### src/rtl/matmul_pkg.sv
// matmul_pkg: state encoding, width helper and limits shared by the matmul sequencer
package matmul_pkg;

    localparam int MAX_DIM = 32;

    typedef enum logic [2:0] {S_IDLE, S_RUN, S_DRAIN, S_WRITE, S_DONE} state_e;

    function automatic int clog2_min1(input int n);
        return (n <= 2) ? 1 : $clog2(n);
    endfunction

endpackage

### src/rtl/matmul_sequencer_wrap_counter.sv
// wrap_counter: modulo-MAX loop index with synchronous clear and terminal-count flag
module wrap_counter
    import matmul_pkg::*;
#(
    parameter int MAX = 3,
    parameter int W   = clog2_min1(MAX)
) (
    input  logic         clk,
    input  logic         rst,
    input  logic         clr,
    input  logic         inc,
    output logic [W-1:0] q,
    output logic         last
);

    assign last = (q == W'(MAX - 1));

    always_ff @(posedge clk) begin
        q <= (rst || clr) ? '0 : inc ? (last ? '0 : q + W'(1)) : q;
    end

endmodule

### src/rtl/matmul_sequencer.sv
// matmul_sequencer: walks the i/j/k loop nest of C = A*B, issuing A/B reads,
// MAC clear/enable strobes and one C write per element, all from registers.
module matmul_sequencer
    import matmul_pkg::*;
#(
    parameter int DIM = 3,
    parameter int AW  = clog2_min1(DIM * DIM)
) (
    input  logic          clk,
    input  logic          rst,
    input  logic          ena,
    input  logic          start,
    output logic          busy,
    output logic          done,
    output logic          rd_en,
    output logic [AW-1:0] addr_a,
    output logic [AW-1:0] addr_b,
    output logic          mac_clr,
    output logic          mac_en,
    output logic          wr_en,
    output logic [AW-1:0] addr_c
);

    localparam int CW = clog2_min1(DIM);

    state_e        state_q, state_d;
    logic [CW-1:0] i_q, j_q, k_q;
    logic [CW-1:0] i_d, j_d, k_d;
    logic          i_last, j_last, k_last;
    logic          go, k_inc, j_inc, i_inc;
    logic          busy_q, done_q, rd_en_q, mac_clr_q, mac_en_q, wr_en_q;
    logic [AW-1:0] addr_a_q, addr_b_q, addr_c_q;

    function automatic logic [CW-1:0] step(input logic [CW-1:0] q, input logic clr,
                                           input logic inc, input logic last);
        return clr ? '0 : inc ? (last ? '0 : q + CW'(1)) : q;
    endfunction

    function automatic logic [AW-1:0] mad(input logic [CW-1:0] hi, input logic [CW-1:0] lo);
        return AW'(hi) * AW'(DIM) + AW'(lo);
    endfunction

    assign go    = ena && state_q == S_IDLE && start;
    assign k_inc = ena && state_q == S_RUN;
    assign j_inc = ena && state_q == S_WRITE;
    assign i_inc = j_inc && j_last;

    wrap_counter #(.MAX(DIM)) u_k (.clk(clk), .rst(rst), .clr(go), .inc(k_inc), .q(k_q), .last(k_last));
    wrap_counter #(.MAX(DIM)) u_j (.clk(clk), .rst(rst), .clr(go), .inc(j_inc), .q(j_q), .last(j_last));
    wrap_counter #(.MAX(DIM)) u_i (.clk(clk), .rst(rst), .clr(go), .inc(i_inc), .q(i_q), .last(i_last));

    // Outputs are registered from next-cycle indices so they line up with the state entered
    assign k_d = step(k_q, go, k_inc, k_last);
    assign j_d = step(j_q, go, j_inc, j_last);
    assign i_d = step(i_q, go, i_inc, i_last);

    always_comb begin
        state_d = state_q;
        if (ena) begin
            unique case (state_q)
                S_IDLE:  state_d = start ? S_RUN : S_IDLE;
                S_RUN:   state_d = k_last ? S_DRAIN : S_RUN;
                S_DRAIN: state_d = S_WRITE;
                S_WRITE: state_d = (i_last && j_last) ? S_DONE : S_RUN;
                S_DONE:  state_d = S_IDLE;
                default: state_d = S_IDLE;
            endcase
        end
    end

    // The held state_q/k_q act as the MAC pipeline stage across stalls
    always_ff @(posedge clk) begin
        if (rst) begin
            state_q   <= S_IDLE;
            busy_q    <= 1'b0;
            done_q    <= 1'b0;
            rd_en_q   <= 1'b0;
            mac_en_q  <= 1'b0;
            mac_clr_q <= 1'b0;
            wr_en_q   <= 1'b0;
            addr_a_q  <= '0;
            addr_b_q  <= '0;
            addr_c_q  <= '0;
        end else if (!ena) begin
            {done_q, rd_en_q, mac_en_q, mac_clr_q, wr_en_q} <= '0;
        end else begin
            state_q   <= state_d;
            busy_q    <= state_d != S_IDLE;
            done_q    <= state_d == S_DONE;
            rd_en_q   <= state_d == S_RUN;
            wr_en_q   <= state_d == S_WRITE;
            mac_en_q  <= state_q == S_RUN;
            mac_clr_q <= state_q == S_RUN && k_q == '0;
            addr_a_q  <= mad(i_d, k_d);
            addr_b_q  <= mad(k_d, j_d);
            addr_c_q  <= mad(i_d, j_d);
        end
    end

    assign busy    = busy_q;
    assign done    = done_q;
    assign rd_en   = rd_en_q;
    assign mac_en  = mac_en_q;
    assign mac_clr = mac_clr_q;
    assign wr_en   = wr_en_q;
    assign addr_a  = addr_a_q;
    assign addr_b  = addr_b_q;
    assign addr_c  = addr_c_q;

endmodule

### config.mk
export PLATFORM = sky130hd
export DESIGN_NAME = matmul_sequencer
export DESIGN_NICKNAME = d
export VERILOG_FILES = /design/src/rtl/matmul_pkg.sv /design/src/rtl/matmul_sequencer_wrap_counter.sv /design/src/rtl/matmul_sequencer.sv
export SDC_FILE = /design/constraint.sdc
export NUM_CORES = 1
export LEC_CHECK = 0
export ABC_AREA = 0
export ABC_CLOCK_PERIOD_IN_PS = 4000
export CORE_ASPECT_RATIO = 2
export CORE_UTILIZATION = 35
export DETAILED_ROUTE_END_ITERATION = 8
export GPL_TIMING_DRIVEN = 0
export PLACE_DENSITY = 0.53
export SLEW_MARGIN = 30
export SYNTH_ARGS = -nofsm -noshare
export SYNTH_HDL_FRONTEND = slang
export SYNTH_SLANG_ARGS = --single-unit
### constraint.sdc
create_clock -name clk -period 4 [get_ports clk]
set_input_delay 0.8 -clock clk [delete_from_list [all_inputs] [get_ports clk]]
set_output_delay 0.8 -clock clk [all_outputs]
set_load 0.02 [all_outputs]
==> impl_metrics.ini <==
[cts]
cts_made_buffers = 3
htreeDepth = 1
cts_root_buf = clkbuf_8
cts_tree = done
cts_resized = 0
clock_sinks = 27
clk_pin_slew_ps = 90
clockBufferDepth = 2
worstSkewPairLatency_ps = 270
post_cts_buffers = 0
ctsHoldBuffers = 0

[min_path]
hp-class = reg2reg

[flow_run]
cap_violations = 0

[sta]
finalSetupTns_ps = 0
timing.hold.ws_ps = 491
slew_viol_final = 0
rsz0062_at_grt = false
final-setup-viol-count = 0
max_freq_mhz = 299
finalCritPeriodShare_pct = 83.5
clock_skew_ps = 7.21
max_slew.worst_pin.slew_ps = 597
finalHoldViolCount = 0
post-route-min-period_ps = 3340
slew_headroom_pct = 59.6

[placement]
place.gp.congestion = 0.756
dpl.hpwl_mm = 2.11
io_buffers = 19

[pwr]
power_density_mw_per_mm2 = 294
leakage_nw = 0.688
ir_worst_vdd_uv = 192

[grt]
grt_pass1_vias = 971
antenna_found_initial = 0
grt_max_degree = 16
overflow = 0
grt_pass1_wl_mm = 4.31
grt_use_total_pct = 14.6

[setup_path]
cp-start-kind = primary input
path_class = in2reg
worstSetupEndpointType = flip-flop
crit_path_max_fanout = 10
cp.required_ps = 4150
worst-endpoint-arrival_ps = 3490

[cells_and_area]
seqCellArea_um2 = 541
drive_gt1_share_pct = 6.75
multi_input_area_um2 = 746
fillers = 386
most-common-layout-cells = 27 x dfxtp_1, 24 x nor2_1, 19 x clkdlybuf4s50_1, 9 x mux2i_1, 8 x ha_1
area_growth_pct = 22.3
antenna_cells = 0
fin_nets = 180
final_common_cell = dfxtp_1

[drt]
viasPerCell = 4.82
drt-initial-drc-count = 16
drc_errors = 0
routed_wl_mm = 2.72
drt_first_pass_iters = 3
vias = 1021
ant_nets = 0
post_drt_wl_per_cell_um = 12.8

[synthesis]
synthCells = 140
ys_seq_elements = 27
yosysSeqAreaShare_pct = 40.5
async_reset_ff_share_pct = 0
synth_fp_nets = 156
yosysWarnings = 0
yosysUniqueCellTypes = 32
synthFlopType = dfxtp_1
synth_area_mm2 = 0.00133
synth_edf_count = 0
syn_avg_cell_area_um2 = 9.53

[die]
start_util_pct = 36.6
die-area_mm2 = 0.00408
die_w_um = 45.7
core-area_mm2 = 0.00365
io_pins = 22
rows = 31
dieHeight_um = 89.3

[run_status]
outcome = finished clean
-- cell families after synthesis --
kind of cell / Yosys count / synth area share [%]
AND/OR/NAND/NOR: 57 / 23.8
XOR/XNOR: 4 / 2.63
multiplexers: 9 / 6.75
buffers and inverters: 12 / 3.57
flip-flops: 27 / 40.5
AO/OA/AOI/OAI: 19 / 9.19
adder cells (fa/ha/maj): 12 / 13.5
-- final timing paths --
| check | end | startpoint | slack [ps] | depth (start not counted) |
|---|---|---|---|---|
| max | addr_b[2]$_SDFFE_PP0P_ | start | 660 | 10 |
| min | addr_c[3]$_SDFFE_PP0P_ | addr_c[3]$_SDFFE_PP0P_ | 490 | 2 |
| max reg2reg | addr_b[2]$_SDFFE_PP0P_ | state_q[0]$_SDFFE_PP0P_ | 1060 | 10 |
| min reg2reg | addr_c[3]$_SDFFE_PP0P_ | addr_c[3]$_SDFFE_PP0P_ | 490 | 2 |
-- worst max-delay path: stages --
cell,delay (ps)
clkdlybuf4s50_1,480
nor4b_1,510
buf_2,310
or2_2,150
fa_1,410
inv_1,70
ha_1,150
fa_1,410
mux2i_1,140
nor2_1,50
-- state kept, by name, indices dropped and copies added, names as in the netlist --
signal	cells
done	1
rd_en	1
u_i.q	2
addr_b	4
mac_clr	1
mac_en	1
u_k.q	2
u_j.q	2
wr_en	1
addr_a	4
state_q	3
addr_c	4
busy	1
-- cell usage after synthesis (2+ instances only) --
library cell,n,share of area (%)
o21bai_1,2,1.1
nor4b_1,2,1.3
nor3_1,7,2.6
buf_2,2,0.75
fa_1,4,6.0
inv_1,5,1.4
dfxtp_1,27,41
mux2i_1,9,6.8
a21oi_1,7,2.6
xnor2_1,4,2.6
or2_2,3,1.4
nand2b_1,4,1.9
a211oi_1,4,2.3
nor2_1,24,6.8
nor3b_1,2,1.1
nand2_1,2,0.56
buf_1,2,0.56
o21ai_0,2,0.75
nor2b_1,5,2.3
clkbuf_1,3,0.84
ha_1,8,7.5
nor4_1,2,0.94
-- final cells by class --
| type | count | area share (%) |
|---|---|---|
| inverter | 5 | 1.15 |
| multi-input combinational | 101 | 45.7 |
| buffer | 7 | 1.76 |
| clock buffer | 3 | 2.53 |
| tap | 49 | 3.76 |
| timing repair buffer | 19 | 11.7 |
| clock inverter | 1 | 0.307 |
| sequential | 27 | 33.1 |
-- report_power, final --
part	switching [mW]	leakage [nW]	internal (mW)
sequential	0.00406	0.219	0.275
clock	0.0826	0.0255	0.0697
combinational	0.0285	0.443	0.0200
-- per-layer routing --
layer	routed length (µm)	global-route usage, %	share of wire, %	up-vias
li1	-	-	-	525
met1	1170	16.0	43	484
met2	1480	27.1	54	10
met3	39	1.21	1.4	2
met4	30	5.79	1.1	0
met5	0	0	0	-
-- metrics by stage --
step | area [µm²] | instances | setup WS [ps] | power (mW) | util [%]
global route | 1630 | 212 | 492 | 0.502 | 44.7
floorplan | 1330 | 140 | 790 | 0.316 | -
detailed placement | 1590 | 208 | 350 | 0.334 | 43.5
global placement | 1590 | 208 | 328 | 0.333 | 43.5
CTS | 1630 | 212 | 630 | 0.488 | 44.7
finish | 1630 | 212 | 659 | 0.479 | 44.7
Note: power is estimated with default switching activity, not from simulation.
